## config.mk

```make
export PLATFORM = sky130hd
export DESIGN_NAME = fan_ctrl_scheduler
export DESIGN_NICKNAME = d
export VERILOG_FILES = /design/src/rtl/fan_ctrl_scheduler.sv
export SDC_FILE = /design/constraint.sdc
export NUM_CORES = 1
export LEC_CHECK = 0
export CELL_PAD_IN_SITES_DETAIL_PLACEMENT = 0
export CELL_PAD_IN_SITES_GLOBAL_PLACEMENT = 1
export CORE_ASPECT_RATIO = 0.5
export CORE_MARGIN = 2
export CORE_UTILIZATION = 43
export CTS_CLUSTER_DIAMETER = 30
export CTS_CLUSTER_SIZE = 24
export DETAILED_ROUTE_END_ITERATION = 8
export PLACE_DENSITY = 0.86
export SLEW_MARGIN = 25
export SYNTH_ARGS = -nofsm -noshare
export SYNTH_HDL_FRONTEND = slang
export SYNTH_SLANG_ARGS = --single-unit
```

## constraint.sdc

```tcl
create_clock -name clk -period 4.4 [get_ports clk]
set_clock_uncertainty 0.1 [all_clocks]
set_input_delay 0.88 -clock clk [delete_from_list [all_inputs] [get_ports clk]]
set_output_delay 0.88 -clock clk [all_outputs]
set_load 0.02 [all_outputs]
```

## src/rtl/fan_ctrl_scheduler.sv

```systemverilog
// Central fan sequencer: off/run/blocked state, button arbitration,
// shut-off countdown, proximity blocking and motor duty ramp.
module fan_ctrl_scheduler #(
    parameter int SEC_DIV   = 100_000_000,
    parameter int RAMP_DIV  = 1_000_000,
    parameter int RAMP_STEP = 5,
    parameter int NEAR_CM   = 10,
    parameter int NEAR_HOLD = 3,
    parameter int DUTY_L1   = 85,
    parameter int DUTY_L2   = 170,
    parameter int DUTY_L3   = 255
) (
    input  logic        clk,
    input  logic        reset_n,
    input  logic        btn_speed,
    input  logic        btn_timer,
    input  logic        btn_swing,
    input  logic [11:0] distance,
    input  logic        distance_valid,
    output logic [7:0]  duty,
    output logic [1:0]  speed_level,
    output logic [2:0]  motor_led,
    output logic [1:0]  timer_sel,
    output logic [2:0]  timer_led,
    output logic [8:0]  remaining_s,
    output logic        swing_out,
    output logic        blocked
);

    localparam int SEC_W  = (SEC_DIV  > 1) ? $clog2(SEC_DIV)  : 1;
    localparam int RAMP_W = (RAMP_DIV > 1) ? $clog2(RAMP_DIV) : 1;
    localparam int NEAR_W = $clog2(NEAR_HOLD + 1);

    localparam logic [SEC_W-1:0]  SEC_LAST   = SEC_W'(SEC_DIV - 1);
    localparam logic [RAMP_W-1:0] RAMP_LAST  = RAMP_W'(RAMP_DIV - 1);
    localparam logic [NEAR_W-1:0] NEAR_LAST  = NEAR_W'(NEAR_HOLD - 1);
    localparam logic [7:0]        STEP       = 8'(RAMP_STEP);
    localparam logic [11:0]       NEAR_LIMIT = 12'(NEAR_CM);

    typedef enum logic [1:0] {
        IDLE  = 2'd0,
        RUN   = 2'd1,
        BLOCK = 2'd2
    } state_t;

    function automatic logic [2:0] one_hot(input logic [1:0] sel);
        case (sel)
            2'd1:    return 3'b001;
            2'd2:    return 3'b010;
            2'd3:    return 3'b100;
            default: return 3'b000;
        endcase
    endfunction

    function automatic logic [8:0] timer_load(input logic [1:0] sel);
        case (sel)
            2'd1:    return 9'd60;
            2'd2:    return 9'd180;
            2'd3:    return 9'd300;
            default: return 9'd0;
        endcase
    endfunction

    function automatic logic [7:0] level_duty(input logic [1:0] lvl);
        case (lvl)
            2'd1:    return 8'(DUTY_L1);
            2'd2:    return 8'(DUTY_L2);
            2'd3:    return 8'(DUTY_L3);
            default: return 8'd0;
        endcase
    endfunction

    state_t              state;
    state_t              state_nxt;
    logic [1:0]          level_nxt;
    logic [1:0]          timer_nxt;
    logic [8:0]          remaining_nxt;
    logic                swing_en;
    logic                swing_nxt;
    logic [SEC_W-1:0]    sec_cnt;
    logic [SEC_W-1:0]    sec_nxt;
    logic [NEAR_W-1:0]   near_cnt;
    logic [NEAR_W-1:0]   near_nxt;
    logic [RAMP_W-1:0]   ramp_cnt;
    logic [7:0]          target;
    logic [7:0]          duty_nxt;
    logic [7:0]          duty_gap;

    logic count_active;
    logic sec_tick;
    logic expire;
    logic sample_ok;
    logic is_near;
    logic qualifying;
    logic ramp_tick;

    assign count_active = (timer_sel != 2'd0) && (state != IDLE);
    assign sec_tick     = count_active && (sec_cnt == SEC_LAST);
    assign expire       = sec_tick && (remaining_s == 9'd1);
    assign sample_ok    = distance_valid && (distance != 12'd0);
    assign is_near      = distance < NEAR_LIMIT;
    assign qualifying   = (state == RUN) ? is_near : !is_near;
    assign ramp_tick    = (ramp_cnt == RAMP_LAST);

    // Expiry overrides everything; otherwise one button wins by priority and
    // proximity only acts when no button already moved the state.
    always_comb begin
        state_nxt     = state;
        level_nxt     = speed_level;
        timer_nxt     = timer_sel;
        remaining_nxt = remaining_s;
        swing_nxt     = swing_en;
        sec_nxt       = sec_cnt;
        near_nxt      = near_cnt;

        if (expire) begin
            state_nxt     = IDLE;
            level_nxt     = 2'd0;
            timer_nxt     = 2'd0;
            remaining_nxt = 9'd0;
            swing_nxt     = 1'b0;
            sec_nxt       = '0;
            near_nxt      = '0;
        end else begin
            if (count_active) begin
                if (sec_tick) begin
                    remaining_nxt = remaining_s - 9'd1;
                    sec_nxt       = '0;
                end else begin
                    sec_nxt = sec_cnt + 1'b1;
                end
            end

            if (btn_speed) begin
                if (state == IDLE) begin
                    state_nxt = RUN;
                    level_nxt = 2'd1;
                end else if (speed_level == 2'd3) begin
                    state_nxt = IDLE;
                    level_nxt = 2'd0;
                    swing_nxt = 1'b0;
                end else begin
                    level_nxt = speed_level + 2'd1;
                end
            end else if (btn_timer && state != IDLE) begin
                timer_nxt     = timer_sel + 2'd1;
                remaining_nxt = timer_load(timer_sel + 2'd1);
                sec_nxt       = '0;
            end else if (btn_swing && state != IDLE) begin
                swing_nxt = !swing_en;
            end

            // Counter tracks consecutive samples that argue for leaving the current state.
            if (state_nxt != state || state == IDLE) begin
                near_nxt = '0;
            end else if (sample_ok) begin
                if (!qualifying) begin
                    near_nxt = '0;
                end else if (near_cnt == NEAR_LAST) begin
                    state_nxt = (state == RUN) ? BLOCK : RUN;
                    near_nxt  = '0;
                end else begin
                    near_nxt = near_cnt + 1'b1;
                end
            end
        end
    end

    always_ff @(posedge clk) begin
        if (!reset_n) begin
            state       <= IDLE;
            speed_level <= 2'd0;
            timer_sel   <= 2'd0;
            remaining_s <= 9'd0;
            swing_en    <= 1'b0;
            sec_cnt     <= '0;
            near_cnt    <= '0;
            motor_led   <= 3'b000;
            timer_led   <= 3'b000;
            swing_out   <= 1'b0;
            blocked     <= 1'b0;
        end else begin
            state       <= state_nxt;
            speed_level <= level_nxt;
            timer_sel   <= timer_nxt;
            remaining_s <= remaining_nxt;
            swing_en    <= swing_nxt;
            sec_cnt     <= sec_nxt;
            near_cnt    <= near_nxt;
            motor_led   <= one_hot(level_nxt);
            timer_led   <= one_hot(timer_nxt);
            swing_out   <= swing_nxt && (state_nxt == RUN);
            blocked     <= (state_nxt == BLOCK);
        end
    end

    // Ramp lands exactly on the target when within one step, so no overshoot.
    always_comb begin
        target   = (state == RUN) ? level_duty(speed_level) : 8'd0;
        duty_nxt = duty;
        duty_gap = 8'd0;
        if (duty < target) begin
            duty_gap = target - duty;
            duty_nxt = (duty_gap <= STEP) ? target : duty + STEP;
        end else if (duty > target) begin
            duty_gap = duty - target;
            duty_nxt = (duty_gap <= STEP) ? target : duty - STEP;
        end
    end

    always_ff @(posedge clk) begin
        if (!reset_n) begin
            ramp_cnt <= '0;
            duty     <= 8'd0;
        end else begin
            ramp_cnt <= ramp_tick ? '0 : ramp_cnt + 1'b1;
            if (ramp_tick) begin
                duty <= duty_nxt;
            end
        end
    end

endmodule

```

# ---- After elaboration in Yosys (flattened, before gate mapping)
# Cells that the tools add are included.
dict set report word_totals {
  register_bits 81
  inputBits 18
  out_inout_bits 29
  word_cells 111
}
dict set report classes {
  add_sub_neg 10
  order_cmp 5
  eq_ne 20
  mux 43
  bitwise 1
  n_reduce_logical 19
}
# operator count
set ops {}
lappend ops {{$mux 27} 4}
lappend ops {{$mux 8} 5}
lappend ops {{$mux 2} 19}
lappend ops {{$mux 9} 4}
lappend ops {{$add 27x1->27 const B} 1}
lappend ops {{$eq 27x27->1 const B} 1}
lappend ops {{$pmux 9 s3} 1}
lappend ops {{$pmux 8 s3} 1}
lappend ops {{$add 20x1->20 const B} 1}
lappend ops {{$eq 2x2->1 const B} 10}
lappend ops {{$eq 20x20->1 const B} 1}
lappend ops {{$pmux 3 s3} 2}
lappend ops {{$le 8x3->1 const B} 2}
lappend ops {{$sub 8x8->8} 2}
lappend ops {{$eq 2x1->1 const B} 6}
lappend ops {{$lt 12x4->1 const B} 1}
lappend ops {{$reduce_bool 12->1} 1}
lappend ops {{$eq 9x1->1 const B} 1}
lappend ops {{$sub 9x1->9 const B} 1}
lappend ops {{$add 8x3->8 const B} 1}
lappend ops {{$gt 8x8->1} 1}
lappend ops {{$lt 8x8->1} 1}
lappend ops {{$sub 8x3->8 const B} 1}
lappend ops {{$logic_and 1x1->1} 7}
lappend ops {{other kinds (11)} 23}

# ---- Longest topological paths before layout
# Gate-level depths: netlist of run 1.
dict set report depth {
  depth_word 12
  ltp_mapped 18
  ltp_nobuf 15
}

# ---- Worst setup path before layout of run 1
# OpenSTA, ideal clock, no wires.
dict set report synth_path {
  path_kind {reg-to-reg}
  start {reg speed_level[1]}
  end {reg duty[4]}
  setup_ns 0.125
  t_arrival_ns 3.638
  required_time_ns 4.175
  slack_ns 0.537
  stages_incl_launch_ff 16
  n_path_buf 2
  period_less_slack_ns 3.863
  path_cell_list {dfxtp_1 > inv_1 > ha_1 > o21ai_1 > inv_1 > ha_1 > buf_6 > a21oi_4 > a21oi_2 > or4_4 > a2111oi_4 > nand2b_1 > buf_6 > o22ai_2 > a2111oi_2 > nor2_1}
}
dict set report synth_via {
  elab_chain_len 8
  word_cells_on_any_way 17
  cone_classes {add/sub: 2; order compare: 4; eq/ne: 3; mux: 6; reduce/logical: 2}
}
# element line
set synth_rtl {}
lappend synth_rtl {{from (decl)} 21} ;# output logic [1:0] speed_level,
lappend synth_rtl {{from (signal assigned)} 184} ;# speed_level <= level_nxt;
lappend synth_rtl {{$eq 2x2->1 or $eq 2x1->1 (tied branches)} 65} ;# case (lvl)
lappend synth_rtl {{$pmux 8 s3 *} 65}
lappend synth_rtl {{$mux 8 *} 199} ;# target = (state == RUN) ? level_duty(speed_level) : 8'd0;
lappend synth_rtl {{$sub 8x8->8} 206} ;# duty_gap = duty - target;
lappend synth_rtl {{$le 8x3->1} 207} ;# duty_nxt = (duty_gap <= STEP) ? target : duty - STEP;
lappend synth_rtl {{$mux 8} 207}
lappend synth_rtl {{$mux 8} 205} ;# end else if (duty > target) begin
lappend synth_rtl {{$mux 8} 202} ;# if (duty < target) begin
lappend synth_rtl {{to (signal assigned)} 218} ;# duty <= duty_nxt;
lappend synth_rtl {{to (decl)} 20} ;# output logic [7:0] duty,
# Mark *: on every way between the ends. The rest lies on a longest branch, timed or not. The select of a mux whose other input is x is not followed.
# A chain may end at the register's enable or synchronous reset.

# ---- Worst setup path in the final report of run 1
dict set report layout_path {
  start {reg speed_level[0]}
  end {reg duty[4]}
}
# The elaborated chain is that of the path after synthesis.

==> results of run 1 <==
## report_power, final
group	total [mW]	switching (mW)	internal (mW)
logic	0.203	0.117	0.0859
clock network	0.713	0.322	0.391
registers	0.752	0.00918	0.743
total	1.67	0.448	1.22
## cells by family (layout without fill, tap and decap cells)
| logic type | after synthesis | after routing | synth area share |
|---|---|---|---|
| xor+xnor | 53 | 53 | 0.0983 |
| fa+ha+maj | 32 | 32 | 0.0879 |
| buf+inv | 48 | 92 | 0.0440 |
| mux | 9 | 9 | 0.0196 |
| simple gates | 236 | 236 | 0.249 |
| compound gates | 103 | 103 | 0.158 |
| flops | 81 | 81 | 0.343 |
## cell usage after synthesis, types with 7 or more instances
| master | instances | area (sq um) |
|---|---|---|
| xnor2_1 | 24 | 210 |
| nand2_1 | 36 | 135 |
| o21ai_0 | 18 | 90.1 |
| or3_1 | 7 | 43.8 |
| nor4_1 | 10 | 62.6 |
| a21oi_1 | 19 | 95.1 |
| inv_1 | 28 | 105 |
| nor2_1 | 84 | 315 |
| mux2i_1 | 7 | 70.1 |
| dfxtp_1 | 81 | 1620 |
| nand3_1 | 26 | 130 |
| ha_1 | 30 | 375 |
| nor3_1 | 11 | 55.1 |
| xor2_1 | 29 | 254 |
| nand4_1 | 7 | 43.8 |
| clkbuf_1 | 13 | 48.8 |
| and3_1 | 14 | 87.6 |
## worst max-delay path, stage by stage, from the launching register on
cell	delay, ns
dfxtp_1	0.41
inv_1	0.09
ha_1	0.20
nor2_1	0.11
nor2_1	0.05
nand2_1	0.21
inv_1	0.23
ha_1	0.48
nand4_1	0.21
a21oi_2	0.06
or4_4	0.49
a2111oi_4	0.42
nand2b_2	0.32
o22ai_2	0.10
a2111oi_2	0.36
nor2_1	0.08
## registers in the layout, indices dropped and copies added, names as in the netlist
name,flops
ramp_cnt,20
near_cnt,2
swing_en,1
timer_sel,2
swing_out,1
motor_led,3
sec_cnt,27
remaining_s,9
timer_led,3
blocked,1
speed_level,2
state,2
duty,8
## area by class of cell
cell class / count / share of cell area
Tap cell: 140 / 0.0316
Timing Repair Buffer: 48 / 0.0856
Clock buffer: 10 / 0.0412
Inverter: 28 / 0.0189
Multi-Input combinational cell: 433 / 0.522
Sequential cell: 81 / 0.292
Clock inverter: 6 / 0.00856
## metrics by stage
step / area [sq um] / power (mW) / std cells / setup slack [ns] / hold slack [ns]
global route: 5550 / 1.73 / 746 / 0.0409 / 0.392
finish: 5550 / 1.67 / 746 / 0.372 / 0.369
detailed placement: 5270 / 0.968 / 730 / 0.331 / 0.365
floorplan: 4720 / 0.916 / 562 / 0.537 / 0.326
CTS: 5550 / 1.69 / 746 / 0.282 / 0.381
global placement: 5270 / 0.967 / 730 / 0.417 / 0.341
## layer usage
metal,vias up,global-route usage,routed length (um)
met2,96,0.308,4760
li1,2067,-,-
met4,0,0.0551,144
met5,-,0,0
met3,13,0.0469,491
met1,1862,0.229,4850
## worst paths after layout
| kind | cells past startpoint | start | to | slack (ns) |
|---|---|---|---|---|
| min | 1 | ramp_cnt[0] | ramp_cnt[0] | 0.37 |
| min reg2reg | 1 | ramp_cnt[0] | ramp_cnt[0] | 0.37 |
| max | 15 | speed_level[0] | duty[4] | 0.37 |
| max reg2reg | 15 | speed_level[0] | duty[4] | 0.37 |
==> summary.md, run 1 <==
| Metric | Value |
|---|---|
| Outcome | `completed` |
| Slew Viols, Final | `0` |
| Tmin final | `4.03 ns` |
| CP Launch Type | `register` |
| Via count | `4,038` |
| Synthesized flop and latch total | `81` |
| ANT cells | `0` |
| Pin count of the biggest net entering global routing | `26` |
| Register area | `1620 sq um` |
| Antenna Violating Nets Remaining | `0` |
| Clock root cell | `clkbuf_16` |
| Depth of the CTS H-tree | `3` |
| First-pass iteration count of the detailed router | `5` |
| DRT iter0 DRCs | `228` |
| Slew headroom | `0.406` |
| Fin Setup TNS | `0 ns` |
| Yosys warns | `0` |
| Most frequent cells in the layout | `84 x nor2_1, 81 x dfxtp_1, 46 x clkdlybuf4s50_1` |
| # IOs | `47` |
| WL/cell | `13.7 um` |
| Area growth, synth to finish | `17.5%` |
| Die width | `152 um` |
| Worst-path fanout max | `12` |
| Dpl hpwl | `7.46 mm` |
| Sink Count | `81` |
| Ys flop type | `dfxtp_1` |
| Syn nets | `612` |
| Maximum capacitance violations | `0` |
| Final core utilization | `0.532` |
| DRC viols | `0` |
| Endpoints failing hold | `0` |
| FFs w/ async S/R, synth | `0` |
| Peak Freq | `0.248 GHz` |
| LEAKAGE | `2.10 nW` |
| Crit Path Class | `register to register` |
| Setup Viol. Count Final | `0` |
| Synth Instances | `562` |
| Vias in the first global route | `3,818` |
| Register area share after synthesis | `0.343` |
| Setup crit end kind | `register` |
| Critical path arrival | `4.15 ns` |
| Initial antenna violation count | `0` |
| Vias/cell | `5.41` |
| Number of post-CTS setup repair buffers | `0` |
| Initial core utilization | `0.452` |
| Fillers | `983` |
| Rows | `26` |
| Total gr overflow | `0` |
| Commonest non-fill, non-tap cell in the layout | `nor2_1` |
| Post-Syn Area | `4720 sq um` |
| First-pass GRT wire length | `17.7 mm` |
| Clock Path Buffers | `2` |
| RSZ-0062 raised after global routing | `no` |
| Core Box Area | `10,400 sq um` |
| Post-synth EDFFs | `0` |
| Worst Path Required | `4.52 ns` |
| Worst-Margin Slew | `0.891 ns` |
| CTS Hold Buffers Added | `0` |
| Overall Global Routing Usage | `0.181` |
| TritonCTS clock tree | `built` |
| Multi-input gate area | `2900 sq um` |
| Post_cts resized | `0` |
| Die area | `11,900 sq um` |
| Drt total wl | `10.2 mm` |
| Clock buffer count from CTS | `9` |
| Pwr/cell area | `300 nW/um^2` |
| Placer Congestion | `0.880` |
| Clk Latency, worst-skew pair | `0.34 ns` |
| Fin nets | `651` |
| Netlist cell types | `67` |
| Clk pin slew, worst setup/hold paths | `0.07 ns` |
| Die Height | `78.1 um` |
| VDD IR-drop max | `0.164 mV` |
| Worst hold path type | `register to register` |
| Share of cells above drive strength 1 | `0.0512` |
| Port Buffer Count | `46` |
| Final Cycle Share | `0.916` |
| Mapped Avg Cell Area | `8.41 sq um` |
Power figures use the tool's default switching activity.
==> run 2, diff against run 1 <==
HOLD_SLACK_MARGIN = 0.15   (was default)
==> results of run 2 <==
No change in the layout: final DEF, timing and power equal those of run 1.
